--- src/rtl/control_unit_pkg.sv ---
// Shared types and encodings for the hardwired control unit: FSM states,
// opcodes, ALU/register-file function codes, mux selects and the control word.
package control_unit_pkg;

  typedef enum logic [2:0] {
    ST_CLR,
    ST_FETCH_L,
    ST_FETCH_H,
    ST_EXEC,
    ST_EXEC2,
    ST_HALT
  } cu_state_e;

  typedef enum logic [3:0] {
    OP_NOP = 4'h0,
    OP_LDI = 4'h1,
    OP_LD  = 4'h2,
    OP_ST  = 4'h3,
    OP_MOV = 4'h4,
    OP_ADD = 4'h5,
    OP_SUB = 4'h6,
    OP_AND = 4'h7,
    OP_OR  = 4'h8,
    OP_XOR = 4'h9,
    OP_LSL = 4'hA,
    OP_LSR = 4'hB,
    OP_BRA = 4'hC,
    OP_BEQ = 4'hD,
    OP_BNE = 4'hE,
    OP_HLT = 4'hF
  } opcode_e;

  localparam logic [3:0] ALU_PASS_A = 4'b0000;
  localparam logic [3:0] ALU_ADD    = 4'b0100;
  localparam logic [3:0] ALU_SUB    = 4'b0101;
  localparam logic [3:0] ALU_AND    = 4'b0111;
  localparam logic [3:0] ALU_OR     = 4'b1000;
  localparam logic [3:0] ALU_XOR    = 4'b1010;
  localparam logic [3:0] ALU_LSL    = 4'b1011;
  localparam logic [3:0] ALU_LSR    = 4'b1100;

  localparam logic [1:0] FS_CLEAR = 2'b00;
  localparam logic [1:0] FS_LOAD  = 2'b01;
  localparam logic [1:0] FS_INC   = 2'b11;

  localparam logic [1:0] MUX_ALU = 2'b00;
  localparam logic [1:0] MUX_MEM = 2'b01;
  localparam logic [1:0] MUX_IRL = 2'b10;

  localparam logic [1:0] OUTB_AR = 2'b00;
  localparam logic [1:0] OUTB_PC = 2'b11;

  localparam logic [3:0] ARF_PC  = 4'b0001;
  localparam logic [3:0] ARF_AR  = 4'b1000;
  localparam logic [3:0] ARF_ALL = 4'b1111;
  localparam logic [3:0] RF_ALL  = 4'b1111;

  typedef struct packed {
    logic [1:0] outasel;
    logic [1:0] outbsel;
    logic [1:0] funsel_arf;
    logic [1:0] funsel_rf;
    logic [1:0] funsel_ir;
    logic [3:0] funsel_alu;
    logic [3:0] regsel_arf;
    logic [3:0] regsel_rf;
    logic [3:0] rf_tsel;
    logic [2:0] rf_o1sel;
    logic [2:0] rf_o2sel;
    logic [1:0] mux_sel_a;
    logic [1:0] mux_sel_b;
    logic       mux_sel_c;
    logic       wr_mem;
    logic       cs_mem;
    logic       ir_enable;
    logic       ir_lh;
  } ctrl_word_t;

  localparam ctrl_word_t CW_IDLE = '{cs_mem: 1'b1, default: '0};

  // Register code 00 is R1, which sits in the MSB of the RF regsel.
  function automatic logic [3:0] rf_onehot(input logic [1:0] code);
    return 4'b1000 >> code;
  endfunction

  function automatic logic [2:0] rf_osel(input logic [1:0] code);
    return {1'b1, code};
  endfunction

  function automatic logic is_alu_op(input opcode_e op);
    return (op >= OP_MOV) && (op <= OP_LSR);
  endfunction

  function automatic logic [3:0] alu_funsel(input opcode_e op);
    case (op)
      OP_ADD:  return ALU_ADD;
      OP_SUB:  return ALU_SUB;
      OP_AND:  return ALU_AND;
      OP_OR:   return ALU_OR;
      OP_XOR:  return ALU_XOR;
      OP_LSL:  return ALU_LSL;
      OP_LSR:  return ALU_LSR;
      default: return ALU_PASS_A;
    endcase
  endfunction

endpackage

--- src/rtl/control_unit_if.sv ---
// Control-unit <-> datapath bundle: instruction/flag inputs and the full control word.
interface control_unit_if;

  logic [15:0] ir_in;
  logic [3:0]  flags_in;
  logic [1:0]  outasel;
  logic [1:0]  outbsel;
  logic [1:0]  funsel_arf;
  logic [1:0]  funsel_rf;
  logic [1:0]  funsel_IR;
  logic [3:0]  funsel_alu;
  logic [3:0]  regsel_arf;
  logic [3:0]  regsel_rf;
  logic [3:0]  rf_tsel;
  logic [2:0]  rf_o1sel;
  logic [2:0]  rf_o2sel;
  logic [1:0]  MUXSelA;
  logic [1:0]  MUXSelB;
  logic        MUXSelC;
  logic        wrMEM;
  logic        csMEM;
  logic        IR_enable;
  logic        IR_lh;
  logic        halted;

  modport master (
    input  ir_in, flags_in,
    output outasel, outbsel, funsel_arf, funsel_rf, funsel_IR, funsel_alu,
           regsel_arf, regsel_rf, rf_tsel, rf_o1sel, rf_o2sel,
           MUXSelA, MUXSelB, MUXSelC, wrMEM, csMEM, IR_enable, IR_lh, halted
  );

  modport slave (
    output ir_in, flags_in,
    input  outasel, outbsel, funsel_arf, funsel_rf, funsel_IR, funsel_alu,
           regsel_arf, regsel_rf, rf_tsel, rf_o1sel, rf_o2sel,
           MUXSelA, MUXSelB, MUXSelC, wrMEM, csMEM, IR_enable, IR_lh, halted
  );

endinterface

--- src/rtl/control_unit_decoder.sv ---
// Combinational control-word decode from (state, IR[15:8], latched Z).
module control_unit_decoder
  import control_unit_pkg::*;
(
  input  cu_state_e  state,
  input  logic [7:0] ir_hi,
  input  logic       z,
  output ctrl_word_t cw
);

  opcode_e    op;
  logic [1:0] rd;
  logic [1:0] rs;
  logic       take_branch;

  assign op = opcode_e'(ir_hi[7:4]);
  assign rd = ir_hi[3:2];
  assign rs = ir_hi[1:0];
  assign take_branch = (op == OP_BRA) || (op == OP_BEQ && z) || (op == OP_BNE && !z);

  always_comb begin
    cw = CW_IDLE;
    case (state)
      ST_CLR: begin
        cw.regsel_arf = ARF_ALL;
        cw.regsel_rf  = RF_ALL;
        cw.rf_tsel    = RF_ALL;
        cw.funsel_arf = FS_CLEAR;
        cw.funsel_rf  = FS_CLEAR;
        cw.ir_enable  = 1'b1;
        cw.funsel_ir  = FS_CLEAR;
      end
      ST_FETCH_L, ST_FETCH_H: begin
        cw.outbsel    = OUTB_PC;
        cw.cs_mem     = 1'b0;
        cw.ir_enable  = 1'b1;
        cw.funsel_ir  = FS_LOAD;
        cw.ir_lh      = (state == ST_FETCH_H);
        cw.regsel_arf = ARF_PC;
        cw.funsel_arf = FS_INC;
      end
      ST_EXEC: begin
        case (op)
          OP_LDI: begin
            cw.mux_sel_a = MUX_IRL;
            cw.regsel_rf = rf_onehot(rd);
            cw.funsel_rf = FS_LOAD;
          end
          OP_LD, OP_ST: begin
            cw.mux_sel_b  = MUX_IRL;
            cw.regsel_arf = ARF_AR;
            cw.funsel_arf = FS_LOAD;
          end
          OP_MOV, OP_ADD, OP_SUB, OP_AND, OP_OR, OP_XOR, OP_LSL, OP_LSR: begin
            cw.rf_o1sel   = rf_osel((op == OP_MOV) ? rs : rd);
            cw.rf_o2sel   = rf_osel(rs);
            cw.mux_sel_c  = 1'b0;
            cw.funsel_alu = alu_funsel(op);
            cw.mux_sel_a  = MUX_ALU;
            cw.regsel_rf  = rf_onehot(rd);
            cw.funsel_rf  = FS_LOAD;
          end
          OP_BRA, OP_BEQ, OP_BNE: begin
            if (take_branch) begin
              cw.mux_sel_b  = MUX_IRL;
              cw.regsel_arf = ARF_PC;
              cw.funsel_arf = FS_LOAD;
            end
          end
          default: ;
        endcase
      end
      ST_EXEC2: begin
        // IR still holds the LD/ST that entered EXEC2, so the opcode is stable here.
        if (op == OP_LD) begin
          cw.outbsel   = OUTB_AR;
          cw.cs_mem    = 1'b0;
          cw.mux_sel_a = MUX_MEM;
          cw.regsel_rf = rf_onehot(rd);
          cw.funsel_rf = FS_LOAD;
        end else if (op == OP_ST) begin
          cw.outbsel    = OUTB_AR;
          cw.cs_mem     = 1'b0;
          cw.wr_mem     = 1'b1;
          cw.rf_o1sel   = rf_osel(rs);
          cw.mux_sel_c  = 1'b0;
          cw.funsel_alu = ALU_PASS_A;
        end
      end
      default: ;
    endcase
  end

endmodule

--- src/rtl/control_unit.sv ---
// Hardwired sequencer top: state register, latched Z flag, optional step gate.
// Optional feature macro: CU_SINGLE_STEP_EN (adds the step input, gating FETCH_L).
module control_unit
  import control_unit_pkg::*;
#(
  parameter int unsigned BOOT_CLEAR = 1
) (
  input logic clk,
  input logic rst_n,
`ifdef CU_SINGLE_STEP_EN
  input logic step,
`endif
  control_unit_if.master bus
);

  localparam cu_state_e RESET_STATE = (BOOT_CLEAR != 0) ? ST_CLR : ST_FETCH_L;

  cu_state_e  state_q, state_d;
  logic       z_q, z_d;
  opcode_e    op;
  logic       step_ok;
  logic       fetch_hold;
  ctrl_word_t dec_cw;
  ctrl_word_t cw;
  logic       unused_bits;

  assign op          = opcode_e'(bus.ir_in[15:12]);
  assign unused_bits = ^{bus.ir_in[7:0], bus.flags_in[2:0]};

`ifdef CU_SINGLE_STEP_EN
  assign step_ok = step;
`else
  assign step_ok = 1'b1;
`endif

  assign fetch_hold = (state_q == ST_FETCH_L) && !step_ok;

  always_ff @(posedge clk or negedge rst_n) begin
    if (!rst_n) begin
      state_q <= RESET_STATE;
      z_q     <= 1'b0;
    end else begin
      state_q <= state_d;
      z_q     <= z_d;
    end
  end

  always_comb begin
    state_d = state_q;
    z_d     = z_q;
    case (state_q)
      ST_CLR:     state_d = ST_FETCH_L;
      ST_FETCH_L: if (step_ok) state_d = ST_FETCH_H;
      ST_FETCH_H: state_d = ST_EXEC;
      ST_EXEC: begin
        if (is_alu_op(op)) z_d = bus.flags_in[3];
        if (op == OP_LD || op == OP_ST) state_d = ST_EXEC2;
        else if (op == OP_HLT)          state_d = ST_HALT;
        else                            state_d = ST_FETCH_L;
      end
      ST_EXEC2:   state_d = ST_FETCH_L;
      ST_HALT:    state_d = ST_HALT;
      default:    state_d = RESET_STATE;
    endcase
  end

  control_unit_decoder u_decoder (
    .state (state_q),
    .ir_hi (bus.ir_in[15:8]),
    .z     (z_q),
    .cw    (dec_cw)
  );

  // Reset low forces the idle word at once, even though the reset state may be CLR.
  always_comb begin
    cw = dec_cw;
    if (!rst_n || fetch_hold) cw = CW_IDLE;
  end

  assign bus.outasel    = cw.outasel;
  assign bus.outbsel    = cw.outbsel;
  assign bus.funsel_arf = cw.funsel_arf;
  assign bus.funsel_rf  = cw.funsel_rf;
  assign bus.funsel_IR  = cw.funsel_ir;
  assign bus.funsel_alu = cw.funsel_alu;
  assign bus.regsel_arf = cw.regsel_arf;
  assign bus.regsel_rf  = cw.regsel_rf;
  assign bus.rf_tsel    = cw.rf_tsel;
  assign bus.rf_o1sel   = cw.rf_o1sel;
  assign bus.rf_o2sel   = cw.rf_o2sel;
  assign bus.MUXSelA    = cw.mux_sel_a;
  assign bus.MUXSelB    = cw.mux_sel_b;
  assign bus.MUXSelC    = cw.mux_sel_c;
  assign bus.wrMEM      = cw.wr_mem;
  assign bus.csMEM      = cw.cs_mem;
  assign bus.IR_enable  = cw.ir_enable;
  assign bus.IR_lh      = cw.ir_lh;
  assign bus.halted     = (state_q == ST_HALT) && rst_n;

endmodule
--- src/flat_wrapper.sv ---
// flat-port wrapper written by rule: the top's interface ports become plain ports
module control_unit_flat import control_unit_pkg::*;
#(
  parameter int unsigned BOOT_CLEAR = 1
)
  (clk, rst_n, bus_ir_in, bus_flags_in, bus_outasel, bus_outbsel, bus_funsel_arf, bus_funsel_rf, bus_funsel_IR, bus_funsel_alu, bus_regsel_arf, bus_regsel_rf, bus_rf_tsel, bus_rf_o1sel, bus_rf_o2sel, bus_MUXSelA, bus_MUXSelB, bus_MUXSelC, bus_wrMEM, bus_csMEM, bus_IR_enable, bus_IR_lh, bus_halted);
  control_unit_if bus_i ();
  input logic clk;
  input logic rst_n;
  input wire logic [$bits(bus_i.ir_in)-1:0] bus_ir_in;
  input wire logic [$bits(bus_i.flags_in)-1:0] bus_flags_in;
  output wire logic [$bits(bus_i.outasel)-1:0] bus_outasel;
  output wire logic [$bits(bus_i.outbsel)-1:0] bus_outbsel;
  output wire logic [$bits(bus_i.funsel_arf)-1:0] bus_funsel_arf;
  output wire logic [$bits(bus_i.funsel_rf)-1:0] bus_funsel_rf;
  output wire logic [$bits(bus_i.funsel_IR)-1:0] bus_funsel_IR;
  output wire logic [$bits(bus_i.funsel_alu)-1:0] bus_funsel_alu;
  output wire logic [$bits(bus_i.regsel_arf)-1:0] bus_regsel_arf;
  output wire logic [$bits(bus_i.regsel_rf)-1:0] bus_regsel_rf;
  output wire logic [$bits(bus_i.rf_tsel)-1:0] bus_rf_tsel;
  output wire logic [$bits(bus_i.rf_o1sel)-1:0] bus_rf_o1sel;
  output wire logic [$bits(bus_i.rf_o2sel)-1:0] bus_rf_o2sel;
  output wire logic [$bits(bus_i.MUXSelA)-1:0] bus_MUXSelA;
  output wire logic [$bits(bus_i.MUXSelB)-1:0] bus_MUXSelB;
  output wire logic [$bits(bus_i.MUXSelC)-1:0] bus_MUXSelC;
  output wire logic [$bits(bus_i.wrMEM)-1:0] bus_wrMEM;
  output wire logic [$bits(bus_i.csMEM)-1:0] bus_csMEM;
  output wire logic [$bits(bus_i.IR_enable)-1:0] bus_IR_enable;
  output wire logic [$bits(bus_i.IR_lh)-1:0] bus_IR_lh;
  output wire logic [$bits(bus_i.halted)-1:0] bus_halted;
  assign bus_i.ir_in = bus_ir_in;
  assign bus_i.flags_in = bus_flags_in;
  assign bus_outasel = bus_i.outasel;
  assign bus_outbsel = bus_i.outbsel;
  assign bus_funsel_arf = bus_i.funsel_arf;
  assign bus_funsel_rf = bus_i.funsel_rf;
  assign bus_funsel_IR = bus_i.funsel_IR;
  assign bus_funsel_alu = bus_i.funsel_alu;
  assign bus_regsel_arf = bus_i.regsel_arf;
  assign bus_regsel_rf = bus_i.regsel_rf;
  assign bus_rf_tsel = bus_i.rf_tsel;
  assign bus_rf_o1sel = bus_i.rf_o1sel;
  assign bus_rf_o2sel = bus_i.rf_o2sel;
  assign bus_MUXSelA = bus_i.MUXSelA;
  assign bus_MUXSelB = bus_i.MUXSelB;
  assign bus_MUXSelC = bus_i.MUXSelC;
  assign bus_wrMEM = bus_i.wrMEM;
  assign bus_csMEM = bus_i.csMEM;
  assign bus_IR_enable = bus_i.IR_enable;
  assign bus_IR_lh = bus_i.IR_lh;
  assign bus_halted = bus_i.halted;
  control_unit #(.BOOT_CLEAR(BOOT_CLEAR)) u_core (.clk(clk), .rst_n(rst_n), .bus(bus_i));
endmodule
--- config.mk ---
export PLATFORM = sky130hd
export DESIGN_NAME = control_unit_flat
export DESIGN_NICKNAME = d
export VERILOG_FILES = /design/src/rtl/control_unit_pkg.sv /design/src/rtl/control_unit_if.sv /design/src/rtl/control_unit_decoder.sv /design/src/rtl/control_unit.sv /design/src/flat_wrapper.sv
export SDC_FILE = /design/constraint.sdc
export NUM_CORES = 1
export LEC_CHECK = 0
export ABC_AREA = 1
export CAP_MARGIN = 5
export CORE_UTILIZATION = 33
export DETAILED_ROUTE_END_ITERATION = 10
export PLACE_DENSITY = 0.8
export SYNTH_ARGS = -nofsm -noshare
export SYNTH_HDL_FRONTEND = slang
export SYNTH_SLANG_ARGS = --single-unit
--- constraint.sdc ---
create_clock -name clk -period 1.9 [get_ports clk]
set_input_delay 0.475 -clock clk [delete_from_list [all_inputs] [get_ports clk]]
set_output_delay 0.475 -clock clk [all_outputs]
set_load 0.02 [all_outputs]
==> results.rst, run 1 <==
.. list-table::
   :header-rows: 1

   * - Metric
     - Value
   * - Run status
     - finished with violations
   * - Violated checks
     - negative setup slack
   * - Initial antenna violation count
     - 0
   * - Register bit count reported by yosys
     - 4
   * - EDFF count, synth
     - 0
   * - Maximum buffer depth of the clock tree
     - 2
   * - Met3 wire length
     - approximately 140 µm
   * - Critical path's top delay family
     - flip-flops
   * - Area delta synth->final
     - 115.2%
   * - Die span in y
     - 51.45 µm
   * - Critical path fanouts, max
     - 5
   * - Fin crit share
     - 107.8%
   * - Final GP Congestion
     - just under 0.8
   * - Start point of the critical path
     - u_core.state_q[0]
   * - Clk sink count
     - 4
   * - Share of post-route cells with drive strength above 1
     - 72.51%
   * - Maximum clock frequency
     - 488.3 MHz
   * - DR WL met2
     - ~1.8 mm
   * - Total I/O pin count
     - 64
   * - Clk Latency, worst-skew pair
     - around 0.26 ns
   * - Global-route wire length before repair
     - between 4 and 5 mm
   * - Worst hold-check path type
     - in2async
   * - Final Critical Period
     - 2.048 ns
   * - Routed len/inst
     - 14.14 µm
   * - Required time of the critical path
     - 1.42 ns
   * - Number of global-route vias before repair
     - 1090
   * - Max VDD drop
     - a little over 0.0002 V
   * - Setup violations, final
     - 18
   * - Net total in the final layout
     - 239
   * - Row Count
     - 17
   * - Setup repair after global routing missed its margin
     - yes
   * - Iteration-0 DRC Markers
     - 5
   * - Part of the Yosys area used for sequential elements
     - 12.40%
   * - TritonCTS clock tree
     - yes
   * - GRT overflow
     - 0
   * - Total global-route track usage
     - between 20% and 30%
   * - Routed vias
     - 1170
   * - Number of antenna repair diodes
     - 0
   * - Post-route cell area
     - 1737 µm²
   * - Commonest non-fill, non-tap cells in the layout
     - 49 x sky130_fd_sc_hd__buf_4, 18 x sky130_fd_sc_hd__buf_6, 15 x sky130_fd_sc_hd__inv_2
   * - Met1 WL
     - about 1.2 mm
   * - Post-route setup TNS
     - -1.108 ns
   * - Total die area
     - 2647 µm²
   * - Total CTS buffers
     - 3
   * - Hold_buf cts
     - 0
   * - Power density over cell area
     - a little over 200 nW/µm²
   * - Uppermost layer routed
     - met4
   * - Setup crit end kind
     - primary output
   * - 1st-pass router iterations
     - 6
   * - Netlist area before placement
     - between 800 and 900 µm²
   * - Worst reg2reg startpoint
     - u_core.state_q[0]
   * - Reported max-cap violation count
     - 0
   * - Pin count of the biggest net entering global routing
     - 7
   * - Cell type of the slowest stage on the worst timing path
     - sky130_fd_sc_hd__dfrtp_1
   * - Largest stage delay on the critical path
     - 0.41 ns
   * - Smallest setup slack after layout
     - -0.1478 ns
   * - Overall power after layout
     - 361.2 µW
   * - Internal power of the cells
     - 220.4 µW
   * - Final wirelength
     - 3.379 mm
   * - Critical path start-end classification
     - reg2out
   * - Number of I/O port buffers
     - 46
   * - Switching power summed over all nets
     - 140.8 µW
   * - Detail Route Antenna Nets
     - 0
   * - Share of flip-flops with an asynchronous set or reset
     - 100.0%
   * - Sw Share
     - between 30% and 40%
   * - Initial Util
     - 35.79%
   * - Register share of total power
     - between 20% and 30%
   * - Cell area after placement
     - 1403 µm²
   * - Pre-CTS WS
     - -1.061 ns
   * - Final Hold Viols
     - 0
   * - Slew Viols, Final
     - 0
   * - Static leakage power
     - 0.0008580 µW
   * - Cells traversed along the worst timing path
     - nand2_2 > buf_4 > nand3_2 > a21oi_2 > o21ai_4 > buf_6
   * - Data arrival, critical path
     - 1.57 ns
   * - Most used flip-flop cell after synthesis
     - sky130_fd_sc_hd__dfrtp_1
   * - Htree depth
     - 1
   * - Number of cells in the finished layout apart from fillers
     - 239
   * - Die X
     - roughly 51 µm
   * - Cell count after synthesis
     - 134
   * - Clock network fraction of design power
     - 35.5%
   * - Clock Root Buffer
     - sky130_fd_sc_hd__clkbuf_4
   * - Most common cell after layout, fill and taps aside
     - sky130_fd_sc_hd__buf_4
   * - Warning count from the yosys run
     - 0
   * - Worst Path Buf+Inv
     - 2
   * - Combinational Power Share
     - 40.9%
   * - DRC
     - 0
   * - Placed Instances
     - 218
   * - Vias per std cell
     - 4.895
   * - Post-detail-place hpwl
     - between 2 and 2.5 mm
   * - Distinct cells, synth
     - 23
   * - Type of origin of the critical path
     - flop
   * - Core Region
     - ~2300 µm²
   * - Clock skew after layout
     - 0.001444 ns
   * - Average size of a mapped cell
     - 6.023 µm²
   * - Clock input transition at the sequential cells of the worst setup and hold paths
     - 0.05 ns
==> metal layers <==
metal | GRT usage, % | vias to the layer above
met4 | 10.36 | 0
met1 | 23.98 | 557
met2 | 46.97 | 48
li1 | - | 550
met5 | 0 | -
met3 | 2.381 | 15
==> power by group through the flow <==
stage	clock, µW	sequential [µW]	combinational (µW)
2_1_floorplan	0	86.8	60.6
3_3_place_gp	0	86.7	104
3_5_place_dp	0	86.7	107
4_1_cts	125	85.5	125
5_1_grt	129	85.3	158
6_report	128	85.4	148
==> Yosys cell counts, drive strengths merged, types with 2 or more instances <==
library cell / number / area (µm²)
a21oi: 9 / 48.80
nor2: 29 / 138.9
buf: 14 / 101.3
o211ai: 3 / 22.52
nand2: 26 / 127.6
nand3: 7 / 40.04
o21ai: 6 / 41.29
dfrtp: 4 / 100.1
nor3: 2 / 10.01
ha: 4 / 50.05
inv: 27 / 101.4
==> worst reg2reg max path, cell delays in order (launching register included) <==
cell	delay, ns
sky130_fd_sc_hd__dfrtp_1	0.41
sky130_fd_sc_hd__nand2_2	0.13
sky130_fd_sc_hd__nor2_4	0.06
sky130_fd_sc_hd__buf_4	0.13
sky130_fd_sc_hd__buf_6	0.11
sky130_fd_sc_hd__buf_4	0.13
sky130_fd_sc_hd__buf_4	0.12
sky130_fd_sc_hd__nand2_1	0.07
sky130_fd_sc_hd__mux2_4	0.30
==> flip-flops by register name, indices dropped and copies added (netlist names) <==
register        count
u_core.state_q      3
u_core.z_q          1
==> what timing repair did <==
action / CTS / global route
pin swaps: 19 / 18
endpoints found under the setup margin: 36 / 35
buffers inserted: 7 / 11
resized for setup: 215 / 69
==> stage by stage <==
step	hold slack (ns)	util, %
CTS	0.2782	64.98
finish	0.2997	77.03
detailed placement	0.5286	62.21
global route	0.3071	77.03
global placement	0.5312	62.21
floorplan	0.1794	-
==> final cells by class <==
| type | instances | area [µm²] |
|---|---|---|
| Multi-Input combinational cell | 94 | 732.0 |
| Timing Repair Buffer | 83 | 721.9 |
| Fill cell | 160 | 518.0 |
| Inverter | 27 | 123.9 |
| Sequential cell | 4 | 101.3 |
| Tap cell | 28 | 35.03 |
| Clock buffer | 3 | 22.52 |
==> kinds of logic (layout without fill, tap and decap cells) <==
| family | Yosys count | count (layout) | share of synthesized area, % |
|---|---|---|---|
| other cells | 1 | 6 | 0.4647 |
| compound gates | 18 | 18 | 13.95 |
| flops | 4 | 4 | 12.40 |
| fa+ha+maj | 4 | 4 | 6.202 |
| simple gates | 65 | 65 | 40.00 |
| buf+inv | 41 | 113 | 25.12 |
| mux | 1 | 1 | 1.860 |
==> final timing paths <==
path	end	slack, ns	depth (start not counted)
setup / recovery	bus_csMEM	-0.15	6
hold / removal	u_core.state_q[2]	0.30	2
setup reg to reg	u_core.z_q	0.32	8
hold reg to reg	u_core.z_q	0.55	1
max in group asynchronous	u_core.state_q[2]	1.47	2
min in group clk	u_core.z_q	0.55	1
Power figures use the tool's default switching activity.
==> run 2: changes to the inputs <==
--- a/config.mk
+++ b/config.mk
@@ -6,7 +6,7 @@
 export NUM_CORES = 1
 export LEC_CHECK = 0
 export ABC_AREA = 1
-export CAP_MARGIN = 5
+export CAP_MARGIN = 20
 export CORE_UTILIZATION = 33
 export DETAILED_ROUTE_END_ITERATION = 10
 export PLACE_DENSITY = 0.8
==> constraint.sdc (replaced) <==
create_clock -name clk -period 1.9 [get_ports clk]
set_input_delay 0.475 -clock clk [delete_from_list [all_inputs] [get_ports clk]]
set_output_delay 0.475 -clock clk [all_outputs]
set_load 0.05 [all_outputs]
==> results.rst, run 2 <==
.. list-table::
   :header-rows: 1

   * - Metric
     - Value
   * - Run status
     - did not finish
   * - Stage where the run ended
     - 4_1_cts
   * - Error Message
     - [ERROR DPL-0033] detailed placement checks failed during check placement.
   * - Number of I/O port buffers
     - 46 (unchanged)
   * - Average size of a mapped cell
     - 6.023 µm² (unchanged)
   * - Clk sink count
     - 4 (unchanged)
   * - Die span in y
     - 51.45 µm (unchanged)
   * - Final GP Congestion
     - 0.8277 (+6.0%)
   * - Placed Instances
     - 220 (+0.92%)
   * - Maximum buffer depth of the clock tree
     - 2 (unchanged)
   * - Hold_buf cts
     - 0 (unchanged)
   * - Number of setup buffers added after CTS
     - 11 (+4)
   * - Clock Root Buffer
     - sky130_fd_sc_hd__clkbuf_4
   * - Htree depth
     - 1 (unchanged)
   * - Pre-CTS WS
     - -0.7657 ns (+0.2955 ns)
   * - Initial Util
     - 35.79% (unchanged)
   * - Row Count
     - 17 (unchanged)
   * - Area share of the largest cell type after synthesis
     - 12.40% (unchanged)
   * - Share of flip-flops with an asynchronous set or reset
     - 100.0% (unchanged)
   * - Netlist area before placement
     - 807.0 µm² (unchanged)
   * - Leading cell types by total area after synthesis
     - sky130_fd_sc_hd__dfrtp_1 12%, sky130_fd_sc_hd__buf_4 12%, sky130_fd_sc_hd__nor2_1 12%
   * - Part of the Yosys area used for sequential elements
     - 12.40% (unchanged)
   * - Distinct cells, synth
     - 23 (unchanged)
   * - Cell area after placement
     - 1967 µm² (+40%)
   * - Count leader, synth
     - sky130_fd_sc_hd__nor2_1
   * - Cell count after synthesis
     - 134 (unchanged)
   * - Most used flip-flop cell after synthesis
     - sky130_fd_sc_hd__dfrtp_1
   * - Register bit count reported by yosys
     - 4 (unchanged)
   * - Post-cts resize count
     - 64 (-70%)
   * - Total CTS buffers
     - 3 (unchanged)
   * - Most common library cells after synthesis
     - 25 x sky130_fd_sc_hd__nor2_1, 22 x sky130_fd_sc_hd__inv_1, 20 x sky130_fd_sc_hd__nand2_1, 13 x sky130_fd_sc_hd__buf_4, 8 x sky130_fd_sc_hd__a21oi_1
   * - Total I/O pin count
     - 64 (unchanged)
   * - Warning count from the yosys run
     - 0 (unchanged)
   * - Post-synthesis cell type with the largest combined area
     - sky130_fd_sc_hd__dfrtp_1
   * - Die X
     - 51.45 µm (unchanged)
   * - EDFF count, synth
     - 0 (unchanged)
   * - Post-detail-place hpwl
     - 3.000 mm (+47%)
[run 2: cell counts after synthesis]
Identical to the previous run, type by type.
[run 2: logic make-up after synthesis]
kind of cell    after synthesis  share of synthesized area (%)
buf+inv                      41                          25.12
compound gates               18                          13.95
mux                           1                          1.860
fa+ha+maj                     4                          6.202
other cells                   1                         0.4647
flops                         4                          12.40
simple gates                 65                          40.00
[run 2: through the flow]
step	utilization (%)	TNS (ns)
after detailed placement	87.24	-18.79
after global placement	87.24	-15.99
after floorplan	-	-2.033
==> run 3: changes to the inputs <==
--- a/config.mk
+++ b/config.mk
@@ -7,9 +7,10 @@
 export LEC_CHECK = 0
 export ABC_AREA = 1
 export CAP_MARGIN = 20
-export CORE_UTILIZATION = 33
+export CORE_AREA = 2 2 63 65
 export DETAILED_ROUTE_END_ITERATION = 10
-export PLACE_DENSITY = 0.8
+export DIE_AREA = 0 0 65 67
+export PLACE_DENSITY_LB_ADDON = 0.15
 export SYNTH_ARGS = -nofsm -noshare
 export SYNTH_HDL_FRONTEND = slang
 export SYNTH_SLANG_ARGS = --single-unit
==> results.rst, run 3 (synthesis results as in run 1) <==
.. list-table::
   :header-rows: 1

   * - Metric
     - Value
   * - Run status
     - finished with violations
   * - Violated checks
     - negative setup slack
   * - Maximum clock frequency
     - between 400 and 500 MHz
   * - Initial Util
     - 22.38% (-13 points)
   * - Global-route wire length before repair
     - ~4.9 mm
   * - Pin count of the biggest net entering global routing
     - 8
   * - Reg-to-reg critical path endpoint
     - u_core.z_q
   * - Largest registers
     - u_core.state_q: 3 flops, u_core.z_q: 1 flops
   * - Worst setup slack for register-to-register paths
     - 0.54 ns
   * - Power density over cell area
     - 192.3 nW/µm²
   * - Share of post-route cells with drive strength above 1
     - 78.67%
   * - Final wirelength
     - 3.091 mm
   * - Post-detail-place hpwl
     - 2.413 mm (-20%)
   * - Detail Route Antenna Nets
     - 0
   * - Critical Path Sink
     - bus_funsel_arf[0]
   * - Core Region
     - about 3600 µm²
   * - Critical path start-end classification
     - in2out
   * - Logic depth of the worst register-to-register path
     - 5
   * - Iteration-0 DRC Markers
     - 8
   * - Fin crit share
     - 107.9%
   * - Htree depth
     - 1 (unchanged)
   * - GRT overflow
     - 0
   * - Initial antenna violation count
     - 0
   * - Final GP Congestion
     - 0.8517 (+2.9%)
   * - Critical path fanouts, max
     - 2
   * - Area delta synth->final
     - 198.6%
   * - Net total in the final layout
     - 239
   * - Number of I/O port buffers
     - 46 (unchanged)
   * - Setup violations, final
     - 31
   * - Start point of the critical path
     - bus_ir_in[14]
   * - Static leakage power
     - 0.001058 µW
   * - Routed vias
     - approximately 1.1k
   * - Commonest non-fill, non-tap cells in the layout
     - 39 x sky130_fd_sc_hd__buf_12, 26 x sky130_fd_sc_hd__buf_4, 19 x sky130_fd_sc_hd__nor2_4
   * - Number of global-route vias before repair
     - 1083
   * - Type of origin of the critical path
     - primary input
   * - Maximum buffer depth of the clock tree
     - 2 (unchanged)
   * - Die span in y
     - 67 µm (+30%)
   * - Most common cell after layout, fill and taps aside
     - sky130_fd_sc_hd__buf_12
   * - Setup crit end kind
     - primary output
   * - Clock skew after layout
     - 0.0004872 ns
   * - Smallest setup slack after layout
     - -0.1510 ns
   * - Die X
     - 65 µm (+26%)
   * - Biggest register
     - u_core.state_q
   * - Vias per std cell
     - 4.266
   * - Placed Instances
     - 243 (+10%)
   * - Row Count
     - 22 (+5)
   * - Clock input transition at the sequential cells of the worst setup and hold paths
     - 0.03 ns
   * - Slew Viols, Final
     - 0
   * - Number of flip-flops in the largest register
     - 3
   * - 1st-pass router iterations
     - 4
   * - Final Hold Viols
     - 0
   * - Routed len/inst
     - approximately 12 µm
   * - Setup repair after global routing missed its margin
     - yes
   * - DRC
     - 0
   * - Total die area
     - 4355 µm²
   * - Reported max-cap violation count
     - 0
   * - Pre-CTS WS
     - -0.7434 ns (+0.02228 ns)
   * - TritonCTS clock tree
     - yes
   * - Max VDD drop
     - 0.0002523 V
   * - Worst hold-check path type
     - in2async
   * - Total global-route track usage
     - 14.07%
   * - Clk sink count
     - 4 (unchanged)
   * - Hold slack
     - 0.3326 ns
   * - Final Critical Period
     - around 2 ns
   * - Data arrival, critical path
     - approximately 1.6 ns
   * - Clk Latency, worst-skew pair
     - 0.22 ns
   * - Total I/O pin count
     - 64 (unchanged)
   * - Number of cells in the finished layout apart from fillers
     - 259
   * - Required time of the critical path
     - 1.42 ns
   * - Total CTS buffers
     - 3 (unchanged)
   * - Clock Root Buffer
     - sky130_fd_sc_hd__clkbuf_8
   * - Overall power after layout
     - 463.4 µW
   * - Number of antenna repair diodes
     - 0
   * - Worst reg2reg startpoint
     - u_core.state_q[1]
run 3: final cells by class:
type | count | area (µm²)
Inverter | 27 | 130.1
Sequential cell | 4 | 101.3
Multi-Input combinational cell | 94 | 914.6
Fill cell | 261 | 1196
Clock buffer | 3 | 41.29
Tap cell | 48 | 60.06
Timing Repair Buffer | 83 | 1162
run 3: metal layers:
metal  GRT usage [%]  up-vias  part of all wire [%]
met5               0        -                     0
met4           3.723        0                   1.3
met3           2.196        4                   4.6
met2           26.16       36                    56
met1           16.65      512                    38
li1                -      553                     -
run 3: what timing repair did:
item                       CTS  global route
resized for setup           56            44
setup buffers                5            10
setup endpoints to repair   36            33
pin swaps                   26            30
hold buffers                 0             0
run 3: per-stage QoR:
step                TNS (ns)  cell area, µm²  utilization, %
floorplan             -2.033            1031               -
global placement      -16.84            2014           55.86
detailed placement    -18.13            2014           55.86
CTS                   -3.848            2230           61.83
global route          -4.809            2410           66.83
finish                -2.919            2410           66.83
run 3: worst min path at each step:
stage	start	to	slack, ns	cells after the start
4_1_cts	rst_n	u_core.z_q	0.33	2
5_1_grt	rst_n	u_core.state_q[1]	0.33	2
2_1_floorplan	rst_n	u_core.state_q[0]	0.18	0
3_3_place_gp	u_core.z_q	u_core.z_q	0.53	1
3_5_place_dp	u_core.z_q	u_core.z_q	0.54	1
6_report	rst_n	u_core.z_q	0.33	2
run 3: critical path, cell delays in order:
cell                       delay [ns]
sky130_fd_sc_hd__buf_8           0.11
sky130_fd_sc_hd__buf_6           0.11
sky130_fd_sc_hd__buf_4           0.13
sky130_fd_sc_hd__ha_4            0.15
sky130_fd_sc_hd__o211ai_1        0.16
sky130_fd_sc_hd__nand2_2         0.11
sky130_fd_sc_hd__nand2_4         0.12
sky130_fd_sc_hd__a21oi_4         0.07
sky130_fd_sc_hd__buf_12          0.14
run 3: where the power goes:
group / leakage [µW] / internal, µW / switching, µW
Combinational: 0.000991 / 80.4 / 119
Sequential: 0.0000451 / 85.8 / 0
Clock: 0.0000216 / 135 / 43.5
==> run 4: changes to the inputs <==
--- a/config.mk
+++ b/config.mk
@@ -6,10 +6,10 @@
 export NUM_CORES = 1
 export LEC_CHECK = 0
 export ABC_AREA = 1
-export CAP_MARGIN = 20
 export CORE_AREA = 2 2 63 65
 export DETAILED_ROUTE_END_ITERATION = 10
 export DIE_AREA = 0 0 65 67
+export GPL_ROUTABILITY_DRIVEN = 0
 export PLACE_DENSITY_LB_ADDON = 0.15
 export SYNTH_ARGS = -nofsm -noshare
 export SYNTH_HDL_FRONTEND = slang
==> results of run 4 <==
No change in the layout: final DEF, timing and power equal those of run 3.
